==> src/rtl/ns_arb_pkg.sv <==
// ns_arb_pkg
//   Shared types and helpers for the ns_rr_arb_mux arbiter.
//   arb_mode_e : arbitration policy (round-robin or fixed priority, ch0 highest)
//   rr_pick    : one-hot grant of the first set valid bit at or above ptr,
//                wrapping n-1 -> 0; all-zero when nothing is valid
package ns_arb_pkg;

   typedef enum logic {
      ARB_RR    = 1'b0,
      ARB_FIXED = 1'b1
   } arb_mode_e;

   // rr_pick works on a fixed-width vector so one function serves every
   // channel count up to MAX_CH; callers zero-extend and slice.
   localparam int MAX_CH   = 32;
   localparam int MAX_CH_W = 5;

   function automatic logic [MAX_CH-1:0] rr_pick(
      input logic [MAX_CH-1:0] valid,
      input int                ptr,
      input int                n
   );
      logic [MAX_CH-1:0] grant;
      logic              found;
      int                idx;
      grant = '0;
      found = 1'b0;
      for (int i = 0; i < MAX_CH; i++) begin
         if (i < n) begin
            // ptr < n always holds, so a single subtraction performs the wrap
            idx = ptr + i;
            if (idx >= n) idx = idx - n;
            if (!found && valid[idx[MAX_CH_W-1:0]]) begin
               grant[idx[MAX_CH_W-1:0]] = 1'b1;
               found                    = 1'b1;
            end
         end
      end
      return grant;
   endfunction

endpackage

==> src/rtl/ns_mux1h.sv <==
// ns_mux1h
//   Combinational one-hot multiplexer (AND-OR). An all-zero select yields zero.
//   i_sel  [SEL_WIDTH]             one-hot select
//   i_data [SEL_WIDTH*DATA_WIDTH]  input i in bits [i*DATA_WIDTH +: DATA_WIDTH]
//   o_data [DATA_WIDTH]            selected payload
module ns_mux1h #(
   parameter int DATA_WIDTH = 32,
   parameter int SEL_WIDTH  = 4
) (
   input  logic [SEL_WIDTH-1:0]            i_sel,
   input  logic [SEL_WIDTH*DATA_WIDTH-1:0] i_data,
   output logic [DATA_WIDTH-1:0]           o_data
);

   always_comb begin
      o_data = '0;
      for (int i = 0; i < SEL_WIDTH; i++) begin
         o_data = o_data | (i_data[i*DATA_WIDTH +: DATA_WIDTH] & {DATA_WIDTH{i_sel[i]}});
      end
   end

endmodule

==> src/rtl/ns_rr_arb_mux.sv <==
// ns_rr_arb_mux
//   N-channel valid/ready arbiter feeding one registered output stage.
//   The winner is chosen by round-robin (search starts at rr_ptr) or fixed
//   priority (search starts at ch0); its payload is registered with its index.
//   clk        clock, rising edge
//   rst_n      synchronous reset, active low
//   in_valid   per-channel request             [N_CH]
//   in_data    packed channel payloads         [N_CH*DATA_WIDTH]
//   in_ready   per-channel accept, one-hot0    [N_CH]
//   out_valid  registered payload valid
//   out_data   registered payload              [DATA_WIDTH]
//   out_ch     source channel of out_data      [CH_W]
//   out_ready  downstream accept
//   N_CH must not exceed ns_arb_pkg::MAX_CH.
module ns_rr_arb_mux
   import ns_arb_pkg::*;
#(
   parameter int        DATA_WIDTH = 32,
   parameter int        N_CH       = 4,
   parameter arb_mode_e ARB_MODE   = ARB_RR,
   localparam int       CH_W       = (N_CH > 1) ? $clog2(N_CH) : 1
) (
   input  logic                       clk,
   input  logic                       rst_n,
   input  logic [N_CH-1:0]            in_valid,
   input  logic [N_CH*DATA_WIDTH-1:0] in_data,
   output logic [N_CH-1:0]            in_ready,
   output logic                       out_valid,
   output logic [DATA_WIDTH-1:0]      out_data,
   output logic [CH_W-1:0]            out_ch,
   input  logic                       out_ready
);

   logic                  r_out_valid;
   logic [DATA_WIDTH-1:0] r_out_data;
   logic [CH_W-1:0]       r_out_ch;
   logic [CH_W-1:0]       r_rr_ptr;

   logic                  w_load_en;
   logic                  w_xfer;
   logic [CH_W-1:0]       w_ptr;
   logic [MAX_CH-1:0]     w_valid_ext;
   logic [MAX_CH-1:0]     w_pick;
   logic                  w_unused_hi;
   logic [N_CH-1:0]       w_grant;
   logic [CH_W-1:0]       w_grant_idx;
   logic [CH_W-1:0]       w_ptr_next;
   logic [DATA_WIDTH-1:0] w_mux_data;

   // the output register can take new data when empty or being popped
   assign w_load_en = !r_out_valid || out_ready;
   assign w_ptr     = (ARB_MODE == ARB_FIXED) ? '0 : r_rr_ptr;

   always_comb begin
      w_valid_ext             = '0;
      w_valid_ext[N_CH-1:0]   = in_valid;
   end

   assign w_pick = rr_pick(w_valid_ext, int'(w_ptr), N_CH);

   // bits above N_CH are always zero; folded here only so they are consumed
   always_comb begin
      w_unused_hi = 1'b0;
      for (int i = N_CH; i < MAX_CH; i++) begin
         w_unused_hi = w_unused_hi | w_pick[i];
      end
   end

   assign w_grant = w_pick[N_CH-1:0];

   always_comb begin
      w_grant_idx = '0;
      for (int i = 0; i < N_CH; i++) begin
         if (w_grant[i]) w_grant_idx = CH_W'(i);
      end
   end

   assign w_ptr_next = (w_grant_idx == CH_W'(N_CH-1)) ? '0 : w_grant_idx + CH_W'(1);

   // a non-zero grant exists exactly when some channel is valid
   assign w_xfer   = w_load_en && (|in_valid);
   assign in_ready = rst_n ? (w_grant & {N_CH{w_load_en}}) : '0;

   ns_mux1h #(
      .DATA_WIDTH (DATA_WIDTH),
      .SEL_WIDTH  (N_CH)
   ) u_data_mux (
      .i_sel  (w_grant),
      .i_data (in_data),
      .o_data (w_mux_data)
   );

   always_ff @(posedge clk) begin
      if (!rst_n) begin
         r_out_valid <= 1'b0;
         r_out_data  <= '0;
         r_out_ch    <= '0;
         r_rr_ptr    <= '0;
      end else if (w_load_en) begin
         if (w_xfer) begin
            r_out_valid <= 1'b1;
            r_out_data  <= w_mux_data;
            r_out_ch    <= w_grant_idx;
            if (ARB_MODE == ARB_RR) r_rr_ptr <= w_ptr_next;
         end else begin
            // drain: payload and index keep their last values
            r_out_valid <= 1'b0;
         end
      end
   end

   assign out_valid = r_out_valid;
   assign out_data  = r_out_data;
   assign out_ch    = r_out_ch;

endmodule

==> config.mk <==
export PLATFORM = sky130hd
export DESIGN_NAME = ns_rr_arb_mux
export DESIGN_NICKNAME = d
export VERILOG_FILES = /design/src/rtl/ns_arb_pkg.sv /design/src/rtl/ns_mux1h.sv /design/src/rtl/ns_rr_arb_mux.sv
export SDC_FILE = /design/constraint.sdc
export NUM_CORES = 1
export LEC_CHECK = 0
export ABC_AREA = 1
export CORE_ASPECT_RATIO = 1.75
export CORE_UTILIZATION = 39
export CTS_CLUSTER_SIZE = 30
export DETAILED_ROUTE_END_ITERATION = 8
export PLACE_DENSITY = 0.8
export SETUP_SLACK_MARGIN = 0.4
export SLEW_MARGIN = 40
export SYNTH_ARGS = -nofsm -noshare
export SYNTH_HDL_FRONTEND = slang
export SYNTH_HIERARCHICAL = 1
export SYNTH_SLANG_ARGS = --single-unit
==> constraint.sdc <==
create_clock -name clk -period 3.4 [get_ports clk]
set_clock_uncertainty 0.1 [all_clocks]
set_input_delay 0.68 -clock clk [delete_from_list [all_inputs] [get_ports clk]]
set_output_delay 0.68 -clock clk [all_outputs]
set_load 0.02 [all_outputs]
==> results.py <==
metrics = {
    "placement": {
        "dp_cells": 801,
        "hpwl_mm": 7.68,
        "numPortBuffers": 173,
        "gp_congestion": 0.849,
        "place_area_mm2": 0.00481,
    },
    "synth": {
        "ys_top_cells_by_area": "nand2_1, dfxtp_1, inv_1",
        "async_flop_share": 0,
        "syn_nets": 694,
        "synthFlopType": "dfxtp_1",
        "synth_edf_count": 0,
        "postSynthCellCount": 552,
        "synth.avg_cell_area_um2": 5.52,
        "synth_seq_cells": 37,
        "seq_area_frac_synth": 0.243,
        "synth.distinct_cells": 26,
        "synth_top_area_cell": "nand2_1",
        "synth_top_area_share": 0.312,
        "syn_area_mm2": 0.00305,
        "yosysWarnings": 6,
    },
    "worst_setup_path": {
        "start_kind": "register",
        "critPathLaunch": "r_rr_ptr[1]$_SDFFE_PN0P_",
        "end_kind": "output pin",
        "rr_startpoint": "r_rr_ptr[1]$_SDFFE_PN0P_",
        "critPathMaxFanout": 6,
        "r2r_slack_ps": 730,
        "reg2reg_to": "out_data[13]$_SDFFE_PN0P_",
        "critPathCapture": "in_ready[3]",
        "cp.required_ps": 2620,
        "critical_path_class": "register to output pin",
        "r2r_cells": 18,
        "crit_path_top_delay_cell": "dfxtp_1",
        "crit_arrival_ps": 2050,
        "slowest_delay_ps": 330,
        "crit_chain": "inv_1, ha_4, inv_1, nand3_1, nand3_2, nor2_4, buf_4, nand3_2, nand2_1, nor2_2, nor2_1, buf_4",
    },
    "layout": {
        "nFillCells": 728,
        "num_antenna_cells": 0,
        "final_cell_mix": "nand2_1, clkdlybuf4s50_1, inv_1, nor2_1, dfxtp_1",
        "finalNonFillerCells": 812,
        "fin_area_mm2": 0.00504,
        "final_common_cell": "nand2_1",
        "drive_gt1_frac": 0.0925,
        "nets": 865,
        "area_growth_pct": 65.2,
    },
    "clock_network": {
        "numClockSinks": 37,
        "clockBufferDepth": 2,
        "numCtsBuffers": 5,
        "h-tree-depth": 2,
        "cts_tree": "done",
        "ctsHoldBuffers": 0,
        "cts.reportedPaths.clkPinSlew_ps": 60,
        "cts_root_buf": "clkbuf_16",
        "clk-insertion-delay-late_ps": 280,
    },
    "detailed_routing": {
        "firstDrtPassIters": 5,
        "num_vias": 3778,
        "drc_errors": 0,
        "route.met2.wl_mm": 5.47,
        "ant_nets": 0,
        "wl_met3_um": 524,
        "dr.max_layer_used": "met4",
        "wl_met1_mm": 3.81,
        "vias_per_cell": 4.65,
        "wire_per_inst_um": 12.6,
        "wirelength_mm": 10.2,
        "first_iter_violations": 128,
    },
    "floorplan": {
        "dieArea_mm2": 0.00819,
        "die_y_um": 119,
        "fp.dieW_um": 68.8,
        "core_area_mm2": 0.00757,
        "initial_core_util": 0.403,
        "num_rows": 42,
        "num_io_pins": 174,
    },
    "hold_path": {
        "min_from": "out_data[15]$_SDFFE_PN0P_",
        "min_path_type": "register to register",
        "whs_path_depth": 2,
    },
    "timing": {
        "worst_slew_pin_slew_ps": 645,
        "max_freq_mhz": 354,
        "min_period_over_period": 0.832,
        "rsz0062_at_grt": "no",
        "min_period_ps": 2830,
        "setup_violations": 0,
        "final_hold_viol_count": 0,
        "relSlewSlack": 0.569,
        "maxSlewViolCount": 0,
    },
    "run_status": {
        "status": "complete, no violations",
    },
    "global_route": {
        "grt_overflow": 0,
        "grt_pass1_vias": 3639,
        "antenna_found_initial": 0,
        "grt.total_usage": 0.255,
        "grt_pass1_wl_mm": 15.9,
        "grt_max_degree": 37,
    },
    "pwr": {
        "cellPowerDensity_mw_per_mm2": 844,
        "vdd.ir_drop.worst_uv": 941,
        "leakage_nw": 2.59,
    },
    "run": {
        "cap_violations": 0,
    },
}
[routing by layer]
layer | track usage | vias to the layer above
li1 | - | 1963
met1 | 0.250 | 1655
met2 | 0.483 | 128
met3 | 0.0335 | 32
met4 | 0.128 | 0
met5 | 0 | -
[area by class of cell]
type                            instances  area, µm²  area share
Inverter                               84        320      0.0636
Clock inverter                          3       46.3     0.00919
Tap cell                               88        110      0.0219
Multi-Input combinational cell        409       1860       0.368
Clock buffer                            5        125      0.0248
Sequential cell                        37        741       0.147
Timing Repair Buffer                  186       1840       0.365
[through the flow]
step | power, mW | setup WS [ps] | hold slack (ps) | TNS (ps) | util
2_1_floorplan | 2.76 | 719 | 425 | 0 | -
3_3_place_gp | 3.61 | 19.9 | 362 | 0 | 0.636
3_5_place_dp | 3.66 | -27.9 | 371 | -61.6 | 0.636
4_1_cts | 4.22 | 355 | 383 | 0 | 0.660
5_1_grt | 4.67 | 400 | 401 | 0 | 0.666
6_report | 4.25 | 572 | 379 | 0 | 0.666
[timing repair]
item                                    in CTS  in global routing
endpoints found under the setup margin       4                 36
setup buffers                                3                  0
pin swaps                                    3                  2
resized for setup                           19                 12
[cell families (layout without fill, tap and decap cells)]
| kind of cell | count (synthesis) | in the layout | share of synthesized area |
|---|---|---|---|
| AO/OA/AOI/OAI | 41 | 41 | 0.0714 |
| adder cells (fa/ha/maj) | 7 | 7 | 0.0287 |
| buffers and inverters | 106 | 278 | 0.159 |
| flip-flops | 37 | 37 | 0.243 |
| AND/OR/NAND/NOR | 361 | 361 | 0.498 |
[how the worst min path moves through the flow]
| stage | end |
|---|---|
| after floorplan | r_rr_ptr[1]$_SDFFE_PN0P_ |
| after global placement | out_data[16]$_SDFFE_PN0P_ |
| after detailed placement | out_data[27]$_SDFFE_PN0P_ |
| after CTS | out_ch[0]$_SDFFE_PN0P_ |
| after global routing | out_ch[0]$_SDFFE_PN0P_ |
| final | out_data[15]$_SDFFE_PN0P_ |
[worst max-delay path: cells and delay by family, from the launching register on]
kind	cells	cell delay, ps
buffers and inverters	4	480
DFF	1	330
adders and majority gates	1	310
and+or+nand+nor	7	630
[synth_stat cells, types with 6 or more instances]
library cell and n:
o21ai_0 35, nand2_2 10, nor2_1 73, nand3_1 6, nand3_2 7, inv_1 79
nand2_1 253, ha_1 7, dfxtp_1 37, buf_6 9, buf_2 8
[report_power, final]
part / leakage (nW) / switching, mW / total, mW / internal [mW]
Clock: 0.0800 / 0.178 / 0.525 / 0.347
Sequential: 0.308 / 0.0914 / 0.712 / 0.620
Combinational: 2.21 / 1.81 / 3.02 / 1.20
Total: 2.59 / 2.08 / 4.25 / 2.17
[state kept, by name, summed over array words and instances (netlist names)]
| signal | count |
|---|---|
| out_data | 32 |
| out_ch | 2 |
| r_rr_ptr | 2 |
| out_valid | 1 |
(Power assumes the default switching activity.)
